## config.mk

```make
export PLATFORM = sky130hd
export DESIGN_NAME = aes_add_round_key_flat
export DESIGN_NICKNAME = d
export VERILOG_FILES = /design/src/rtl/aes_add_round_key_if.sv /design/src/rtl/aes_add_round_key.sv /design/src/flat_wrapper.sv
export SDC_FILE = /design/constraint.sdc
export NUM_CORES = 1
export LEC_CHECK = 0
export CORE_AREA = 2 2 200 202
export CTS_CLUSTER_SIZE = 28
export DETAILED_ROUTE_END_ITERATION = 10
export DIE_AREA = 0 0 202 204
export PLACE_DENSITY = 0.53
export SYNTH_ARGS = -nofsm -noshare
export SYNTH_HDL_FRONTEND = slang
export SYNTH_SLANG_ARGS = --single-unit
```

## constraint.sdc

```tcl
create_clock -name clk -period 1.3 [get_ports clk]
set_clock_uncertainty 0.2 [all_clocks]
set_input_delay 0.195 -clock clk [delete_from_list [all_inputs] [get_ports clk]]
set_output_delay 0.195 -clock clk [all_outputs]
set_load 0.05 [all_outputs]
```

## src/rtl/aes_add_round_key_if.sv

```systemverilog
// AES AddRoundKey bus: state/key inputs, combinational sum,
// and a valid/ready handshake around the registered result.
interface aes_add_round_key_if #(
   parameter int DATA_W = 128
);
   logic [DATA_W-1:0] data;
   logic [DATA_W-1:0] round_key;
   logic [DATA_W-1:0] sum;
   logic              in_valid;
   logic              in_ready;
   logic [DATA_W-1:0] sum_q;
   logic              out_valid;
   logic              out_ready;

   modport master (
      output data,
      output round_key,
      output in_valid,
      output out_ready,
      input  sum,
      input  in_ready,
      input  sum_q,
      input  out_valid
   );

   modport slave (
      input  data,
      input  round_key,
      input  in_valid,
      input  out_ready,
      output sum,
      output in_ready,
      output sum_q,
      output out_valid
   );
endinterface

```

## src/rtl/aes_add_round_key.sv

```systemverilog
// AES AddRoundKey: state XOR round key, combinational plus a
// one-entry valid/ready pipeline register holding the same result.
module aes_add_round_key #(
   parameter int DATA_W = 128
) (
   input  logic                 clk,
   input  logic                 reset,
   aes_add_round_key_if.slave   bus
);
   logic [DATA_W-1:0] w_sum;
   logic              w_in_ready;
   logic              w_accept;
   logic              w_consume;
   logic [DATA_W-1:0] r_sum_q;
   logic              r_out_valid;

   assign w_sum      = bus.data ^ bus.round_key;
   assign w_in_ready = ~r_out_valid | bus.out_ready;
   assign w_accept   = bus.in_valid & w_in_ready;
   assign w_consume  = r_out_valid & bus.out_ready;

   assign bus.sum       = w_sum;
   assign bus.in_ready  = w_in_ready;
   assign bus.sum_q     = r_sum_q;
   assign bus.out_valid = r_out_valid;

   // Pipeline register: reset clears, accept loads (even when the
   // old entry drains the same cycle), a lone consume empties it.
   always_ff @(posedge clk) begin
      if (reset) begin
         r_sum_q     <= '0;
         r_out_valid <= 1'b0;
      end else if (w_accept) begin
         r_sum_q     <= w_sum;
         r_out_valid <= 1'b1;
      end else if (w_consume) begin
         r_out_valid <= 1'b0;
      end
   end
endmodule

```

## src/flat_wrapper.sv

```systemverilog
// flat-port wrapper written by rule: the top's interface ports become plain ports
module aes_add_round_key_flat 
#(
   parameter int DATA_W = 128
)
  (clk, reset, bus_data, bus_round_key, bus_in_valid, bus_out_ready, bus_sum, bus_in_ready, bus_sum_q, bus_out_valid);
  aes_add_round_key_if #(.DATA_W(DATA_W)) bus_i ();
  input  logic clk;
  input  logic reset;
  input wire logic [$bits(bus_i.data)-1:0] bus_data;
  input wire logic [$bits(bus_i.round_key)-1:0] bus_round_key;
  input wire logic [$bits(bus_i.in_valid)-1:0] bus_in_valid;
  input wire logic [$bits(bus_i.out_ready)-1:0] bus_out_ready;
  output wire logic [$bits(bus_i.sum)-1:0] bus_sum;
  output wire logic [$bits(bus_i.in_ready)-1:0] bus_in_ready;
  output wire logic [$bits(bus_i.sum_q)-1:0] bus_sum_q;
  output wire logic [$bits(bus_i.out_valid)-1:0] bus_out_valid;
  assign bus_i.data = bus_data;
  assign bus_i.round_key = bus_round_key;
  assign bus_i.in_valid = bus_in_valid;
  assign bus_i.out_ready = bus_out_ready;
  assign bus_sum = bus_i.sum;
  assign bus_in_ready = bus_i.in_ready;
  assign bus_sum_q = bus_i.sum_q;
  assign bus_out_valid = bus_i.out_valid;
  aes_add_round_key #(.DATA_W(DATA_W)) u_core (.clk(clk), .reset(reset), .bus(bus_i));
endmodule
```

==> flow_summary.yaml, run 1 <==
floorplanning:
  die_w_um: 202
  ioPinCount: 518
  num_rows: 73
  fp.coreArea_um2: 39200
  start_util: 0.131
  fp.dieArea_um2: 41200
  fp.dieH_um: 204
setup_path:
  critPathMaxFanout: 9
  critPathKind: "register to register"
  worstPathArrival_ps: 1800
  end_kind: "register"
  startpoint_type: "register"
  cp.required_ps: 1410
  timing.critical_path.from: "u_core.bus.out_valid$_SDFFE_PP0P_"
  timing.rr.start: "u_core.bus.out_valid$_SDFFE_PP0P_"
cts:
  clk_pin_slew_ps: 60
  hold_buffers: 0
  root_buffer: "clkbuf_16"
  clock_latency_ps: 420
  cts_buffers: 17
  htreeDepth: 4
  cts_tree: "built"
  ctsLongestPathBuffers: 2
  numClockSinks: 129
drt:
  dr.first_iter.drc_count: 141
  avgViaCountPerCell: 3.63
  ant_nets: 0
  drtPass1Iterations: 4
  wl_um: 28100
  drc: 0
  dr_total_vias: 6071
  wl_per_cell_um: 16.8
sta:
  slew_headroom: 0.799
  hold_viol_final: 0
  timing.fmax_mhz: 593
  final.min_clock_period_ps: 1690
  worst_pin_slew_ps: 302
  finalCritPeriodShare: 1.30
  fin_ws_ps: -386
  grt_setup_unrepaired: "true"
  fin_setup_tns_ps: -46590
  holdWs_ps: 135
  setup_viol: 259
  slew_violations: 0
cells_and_area:
  nets: 1393
  antenna-diode-count: 0
  layout_commonest_cell: "buf_12"
  final_cell_mix: "buf_12 (272), dlygate4sd2_1 (238), buf_4 (160)"
  fin_cells: 1671
  postLayoutCellArea_um2: 16700
  fin_util: 0.427
  syn_to_final_growth_pct: 227
  drive_gt1_frac: 0.657
yosys:
  ys_warn_count: 0
  synth_cell_types: 11
  yosys_register_bits: 129
  syn_area_um2: 5120
  syn_inst: 419
  avgSynthCellArea_um2: 12.2
  seq_area_frac_synth: 0.504
  syn_nets: 679
place:
  dp_slack_ps: -580
  portBuffers: 517
  dp_hpwl_um: 21600
  dpl.cell_count: 1502
  place_congestion: 0.753
  placed_cell_area_um2: 14900
run_status:
  status: "complete, but fails checks"
  violations: "setup timing"
grt:
  grt_antenna_before_repair: 0
  grt_util_all_layers: 0.134
  grt_pass1_wl_um: 41300
  grt_max_degree: 29
  first_global_vias: 6745
  grt_overflow: 0
pwr:
  powerDensity_nw_per_um2: 1090
  peakVddDrop_mv: 0.840
  finalPower_mw: 18.3
  p_leak_nw: 7.37
flow_run:
  max_cap_violations: 0
hold_path:
  hold_class: "input pin to register"
  worstHoldStart: "bus_round_key[28]"
## flip-flops by register name (all words and copies together) (netlist names)
name	count
u_core.bus.out_valid	1
u_core.bus.sum_q	128
## where the power goes
part	switching [mW]	internal [mW]
clock network	1.88	3.07
registers	0.343	4.33
logic	4.27	4.39
total	6.50	11.8
## worst max-delay path, stage by stage (launching register included)
cell	delay [ps]
dfxtp_4	340
nor2b_4	190
buf_6	130
nor3b_4	30
buf_6	140
buf_12	150
clkbuf_16	160
a22o_1	220
## repair_timing
action / CTS / global route
gates cloned: 3 / 9
gates resized for setup: 428 / 13
pin swaps: 130 / 76
setup buffers: 125 / 1
setup endpoints to repair: 386 / 285
## cell usage after synthesis (all sizes together)
| master | instances | area, um^2 |
|---|---|---|
| buf | 28 | 254 |
| nor2 | 2 | 7.51 |
| nor3b | 1 | 12.5 |
| nor2b | 1 | 13.8 |
| xor2 | 128 | 1120 |
| inv | 1 | 3.75 |
| dfxtp | 129 | 2580 |
| a22o | 128 | 1120 |
| a21oi | 1 | 8.76 |
## per-layer routing
layer  GRT usage  part of all wire
met1       0.142              0.36
met5           0                 0
met3      0.0502             0.091
met4      0.0370             0.012
met2       0.247              0.53
## worst paths after layout
check	end	slack (ps)	depth (start not counted)
hold / removal	u_core.bus.sum_q[28]$_SDFFE_PP0P_	130	3
setup reg to reg	u_core.bus.sum_q[6]$_SDFFE_PP0P_	-390	7
hold reg to reg	u_core.bus.sum_q[64]$_SDFFE_PP0P_	300	1
setup / recovery	u_core.bus.sum_q[6]$_SDFFE_PP0P_	-390	7
## cell families after synthesis
family / count (synthesis) / share of synthesized area
simple gates: 4 / 0.00659
buf+inv: 29 / 0.0503
flops: 129 / 0.504
xor+xnor: 128 / 0.219
compound gates: 129 / 0.220
## cell type report
cell class	count	area, um^2
clock buffers	19	443
clock inverters	13	160
fillers	3641	22400
inverters	1	8.76
multi-input cells	261	3270
flip-flops and latches	129	2760
well taps	525	657
repair buffers	723	9440
(Power assumes the default switching activity.)
==> run 2, diff against run 1 <==
==> constraint.sdc (replaced) <==
create_clock -name clk -period 1.3 [get_ports clk]
set_clock_uncertainty 0.2 [all_clocks]
set_input_delay 0.325 -clock clk [delete_from_list [all_inputs] [get_ports clk]]
set_output_delay 0.325 -clock clk [all_outputs]
set_load 0.05 [all_outputs]
==> run 2 against run 1 <==
Against the previous run: the flow still finishes with violations (setup timing); utilization grew 8.8 points; worst setup slack lost 110 ps; clock power shrank 3%; final area grew 21%; fmax shrank 6.2%; via count grew 6.8%; largest cell class unchanged.
==> flow_summary.yaml, run 2 (synthesis gave the netlist of run 1 again) <==
cts:
  root_buffer: "clkbuf_16"
  ctsLongestPathBuffers: 2
  numClockSinks: 129
  clock_latency_ps: 430
  clk_pin_slew_ps: 60
  cts_tree: "built"
  cts_buffers: 17
  htreeDepth: 4
sta:
  final.min_clock_period_ps: 1800
  slew_violations: 0
  holdWs_ps: 81.4
  fin_ws_ps: -497
  worst_pin_slew_ps: 350
  setup_viol: 316
  grt_setup_unrepaired: "true"
  slew_headroom: 0.766
  timing.fmax_mhz: 556
  hold_viol_final: 0
  finalCritPeriodShare: 1.38
setup_path:
  cp_top_family: "buffers and inverters"
  crit_top_cell: "clkbuf_16"
  startpoint_type: "input pin"
  worstPathArrival_ps: 1960
  max_stage_delay_ps: 510
  critPathKind: "input pin to register"
  critPathMaxFanout: 5
  end_kind: "register"
  slowest_stage: "clkdlybuf4s50_1"
  cp_num_buf_inv: 5
  cp_cell_sequence: "clkdlybuf4s50_1 > nor2b_4 > buf_4 > nor3b_4 > buf_6 > clkbuf_16 > clkbuf_16 > a22o_1"
  cp.required_ps: 1460
place:
  place_congestion: 0.770
  dp_hpwl_um: 22600
  dpl.cell_count: 1574
  placed_cell_area_um2: 16800
  portBuffers: 517
drt:
  ant_nets: 0
  dr_total_vias: 6485
  wl_um: 31400
  dr.first_iter.drc_count: 175
  drc: 0
  drtPass1Iterations: 4
  avgViaCountPerCell: 3.72
  wl_per_cell_um: 18.0
grt:
  grt_max_degree: 28
  grt_overflow: 0
  grt_pass1_wl_um: 44200
  grt_antenna_before_repair: 0
  first_global_vias: 7187
  grt_util_all_layers: 0.143
cells_and_area:
  drive_gt1_frac: 0.888
  largest_register_ffs: 128
  antenna-diode-count: 0
  fin_util: 0.516
  syn_to_final_growth_pct: 294
  final_cell_mix: "buf_12 (271), buf_4 (232), buf_8 (182)"
  fin_cells: 1745
  postLayoutCellArea_um2: 20200
  nets: 1470
  layout_commonest_cell: "buf_12"
floorplanning:
  fp.coreArea_um2: 39200
  die_w_um: 202
  fp.dieH_um: 204
  num_rows: 73
  start_util: 0.131
  fp.dieArea_um2: 41200
  ioPinCount: 518
pwr:
  p_leak_nw: 8.49
  peakVddDrop_mv: 0.675
  powerDensity_nw_per_um2: 977
  finalPower_mw: 19.7
run_status:
  violations: "setup timing"
  status: "complete, but fails checks"
hold_path:
  hold_class: "input pin to register"
flow_run:
  max_cap_violations: 0
-- run 2: changes by cell type in the layout (fill, tap and decap cells not counted), sizes merged --
cell and change:
clkinvlp -1, clkinv -4, buf +327, clkbuf +10
dlygate4sd2 -238, clkdlybuf4s15 -18, inv -2
-- run 2: repair_timing --
action,4_1_cts,5_1_grt
hold endpoints to repair,0,0
pin swaps,129,106
setup buffers,103,23
resized for setup,1705,200
hold buffers,0,0
gates cloned,7,14
endpoints found under the setup margin,386,386
-- run 2: tightest hold or removal path, stage by stage --
cell and delay, ps:
buf_6 80, xor2_4 60, a22o_1 200
-- run 2: report_power, final --
part | leakage (nW) | total (mW) | switching, mW | internal [mW]
sequential | 1.11 | 4.67 | 0.342 | 4.33
clock | 0.279 | 4.82 | 1.74 | 3.08
combinational | 7.09 | 10.2 | 4.66 | 5.59
total | 8.49 | 19.7 | 6.74 | 13.0
-- run 2: final cells by class --
cell class / count / area [um^2]
multi-input cells: 261 / 4700
fillers: 3096 / 19000
clock buffers: 23 / 468
inverters: 1 / 8.76
repair buffers: 800 / 11500
well taps: 525 / 657
clock inverters: 6 / 108
flip-flops and latches: 129 / 2780
-- run 2: worst paths after layout --
path | from | endpoint | slack (ps) | cells past startpoint
setup reg to reg | u_core.bus.out_valid$_SDFFE_PP0P_ | u_core.bus.sum_q[59]$_SDFFE_PP0P_ | -490 | 7
hold / removal | bus_data[123] | u_core.bus.sum_q[123]$_SDFFE_PP0P_ | 80 | 3
setup / recovery | bus_out_ready | u_core.bus.sum_q[59]$_SDFFE_PP0P_ | -500 | 8
hold reg to reg | u_core.bus.sum_q[49]$_SDFFE_PP0P_ | u_core.bus.sum_q[49]$_SDFFE_PP0P_ | 290 | 1
-- run 2: metal layers --
layer	vias to the layer above	GRT usage	wire, um
li1	3004	-	-
met4	0	0.0355	403
met3	21	0.0553	2540
met1	3156	0.156	11100
met5	-	0	0
met2	304	0.261	17300
-- run 2: per-stage QoR --
step,setup WS (ps),TNS (ps)
2_1_floorplan,-258,-31570
3_3_place_gp,-709,-152560
3_5_place_dp,-727,-152710
4_1_cts,-507,-74450
5_1_grt,-551,-89000
6_report,-497,-74900
==> run 3, diff against run 2 <==
Settings changed: CORE_AREA 2 2 200 202 to 2 2 199 201, CTS_CLUSTER_DIAMETER set to 150, DIE_AREA 0 0 202 204 to 0 0 201 203, PLACE_DENSITY 0.53 to 0.52.
Clock period 1.3 ns to 1.8 ns, I/O delays scaled along.
==> run 3 against run 2 <==
Against the previous run: the run now ends clean; utilization down 8.3 points; non-clock buffer count down 25; sequential power down 29%.
==> flow_summary.yaml, run 3 (synthesis gave the netlist of run 1 again) <==
floorplanning:
  fp.coreArea_um2: 38500
  fp.dieH_um: 203
  fp.dieArea_um2: 40800
  die_w_um: 201
  num_rows: 72
  start_util: 0.133
  ioPinCount: 518
cts:
  cts_tree: "built"
  numClockSinks: 129
  cts_buffers: 17
  root_buffer: "clkbuf_16"
  clock_latency_ps: 430
  htreeDepth: 4
  clk_pin_slew_ps: 60
  ctsLongestPathBuffers: 2
sta:
  hold_viol_final: 0
  finalCritPeriodShare: 0.994
  grt_setup_unrepaired: "true"
  timing.fmax_mhz: 559
  worst_pin_slew_ps: 292
  slew_headroom: 0.805
  slew_violations: 0
  setup_viol: 0
  holdWs_ps: 335
  final.min_clock_period_ps: 1790
  fin_ws_ps: 11.0
grt:
  grt_antenna_before_repair: 1
  first_global_vias: 6880
  grt_overflow: 0
  grt_max_degree: 58
  grt_pass1_wl_um: 40700
  grt_util_all_layers: 0.131
drt:
  dr.first_iter.drc_count: 176
  dr_total_vias: 6229
  wl_um: 26700
  drtPass1Iterations: 4
  avgViaCountPerCell: 3.63
  wl_per_cell_um: 15.6
  ant_nets: 0
  drc: 0
cells_and_area:
  nFillCells: 3632
  layout_commonest_cell: "buf_12"
  drive_gt1_frac: 0.576
  final_cell_mix: "buf_12 (268), buf_4 (246), dlygate4sd2_1 (205)"
  syn_to_final_growth_pct: 225
  largest_register_ffs: 128
  nets: 1445
  fin_cells: 1717
  postLayoutCellArea_um2: 16700
pwr:
  finalPower_mw: 13.2
  peakVddDrop_mv: 0.580
  p_leak_nw: 7.44
  powerDensity_nw_per_um2: 794
place:
  dp_slack_ps: -382
  dpl.cell_count: 1577
  dp_hpwl_um: 21900
  placed_cell_area_um2: 15500
  place_congestion: 0.800
  portBuffers: 517
setup_path:
  critPathKind: "input pin to primary output"
  critPathMaxFanout: 2
  cp.required_ps: 1150
  startpoint_type: "input pin"
  worstPathArrival_ps: 1140
  end_kind: "primary output"
flow_run:
  max_cap_violations: 0
run_status:
  status: "completed"
hold_path:
  hold_class: "register to register"
run 3: what timing repair did:
item	in CTS	in global routing
setup buffers	102	6
pin swaps	128	43
resized for setup	301	28
endpoints found under the setup margin	129	44
hold buffers	0	0
run 3: layout make-up:
| type | instances | area (um^2) | share of cell area |
|---|---|---|---|
| clock inverter | 10 | 134 | 0.00804 |
| clock buffer | 22 | 464 | 0.0279 |
| multi-input combinational | 261 | 3280 | 0.197 |
| tap | 518 | 648 | 0.0389 |
| antenna | 1 | 2.50 | 0.000150 |
| timing repair buffer | 775 | 9540 | 0.573 |
| inverter | 1 | 3.75 | 0.000225 |
| sequential | 129 | 2580 | 0.155 |
run 3: per-layer routing:
metal / part of all wire / vias up / global-route usage
met5: 0 / - / 0
met4: 0.010 / 0 / 0.0352
met3: 0.087 / 15 / 0.0536
met2: 0.52 / 290 / 0.231
met1: 0.38 / 2998 / 0.147
li1: - / 2926 / -
run 3: per-stage QoR:
stage,util,setup TNS (ps)
final,0.433,0
after global routing,0.433,-31.6
after CTS,0.432,0
after detailed placement,0.403,-70400
after global placement,0.403,-70800
after floorplan,-,0
run 3: report_power, final:
part,internal (mW),switching [mW],total (mW)
combinational,3.27,3.09,6.35
sequential,3.09,0.245,3.33
clock,2.24,1.30,3.54
total,8.59,4.64,13.2
run 3: critical path, stage by stage:
cell and delay [ps]:
dlygate4sd2_1 270, xor2_2 240, buf_12 170
run 3: path summary, 6_finish.rpt:
path / from / to / slack (ps) / cells after the start
setup / recovery: bus_data[60] / bus_sum[60] / 10 / 3
hold / removal: u_core.bus.sum_q[2]$_SDFFE_PP0P_ / u_core.bus.sum_q[2]$_SDFFE_PP0P_ / 340 / 1
setup reg to reg: u_core.bus.out_valid$_SDFFE_PP0P_ / u_core.bus.sum_q[54]$_SDFFE_PP0P_ / 130 / 6
hold reg to reg: u_core.bus.sum_q[2]$_SDFFE_PP0P_ / u_core.bus.sum_q[2]$_SDFFE_PP0P_ / 340 / 1
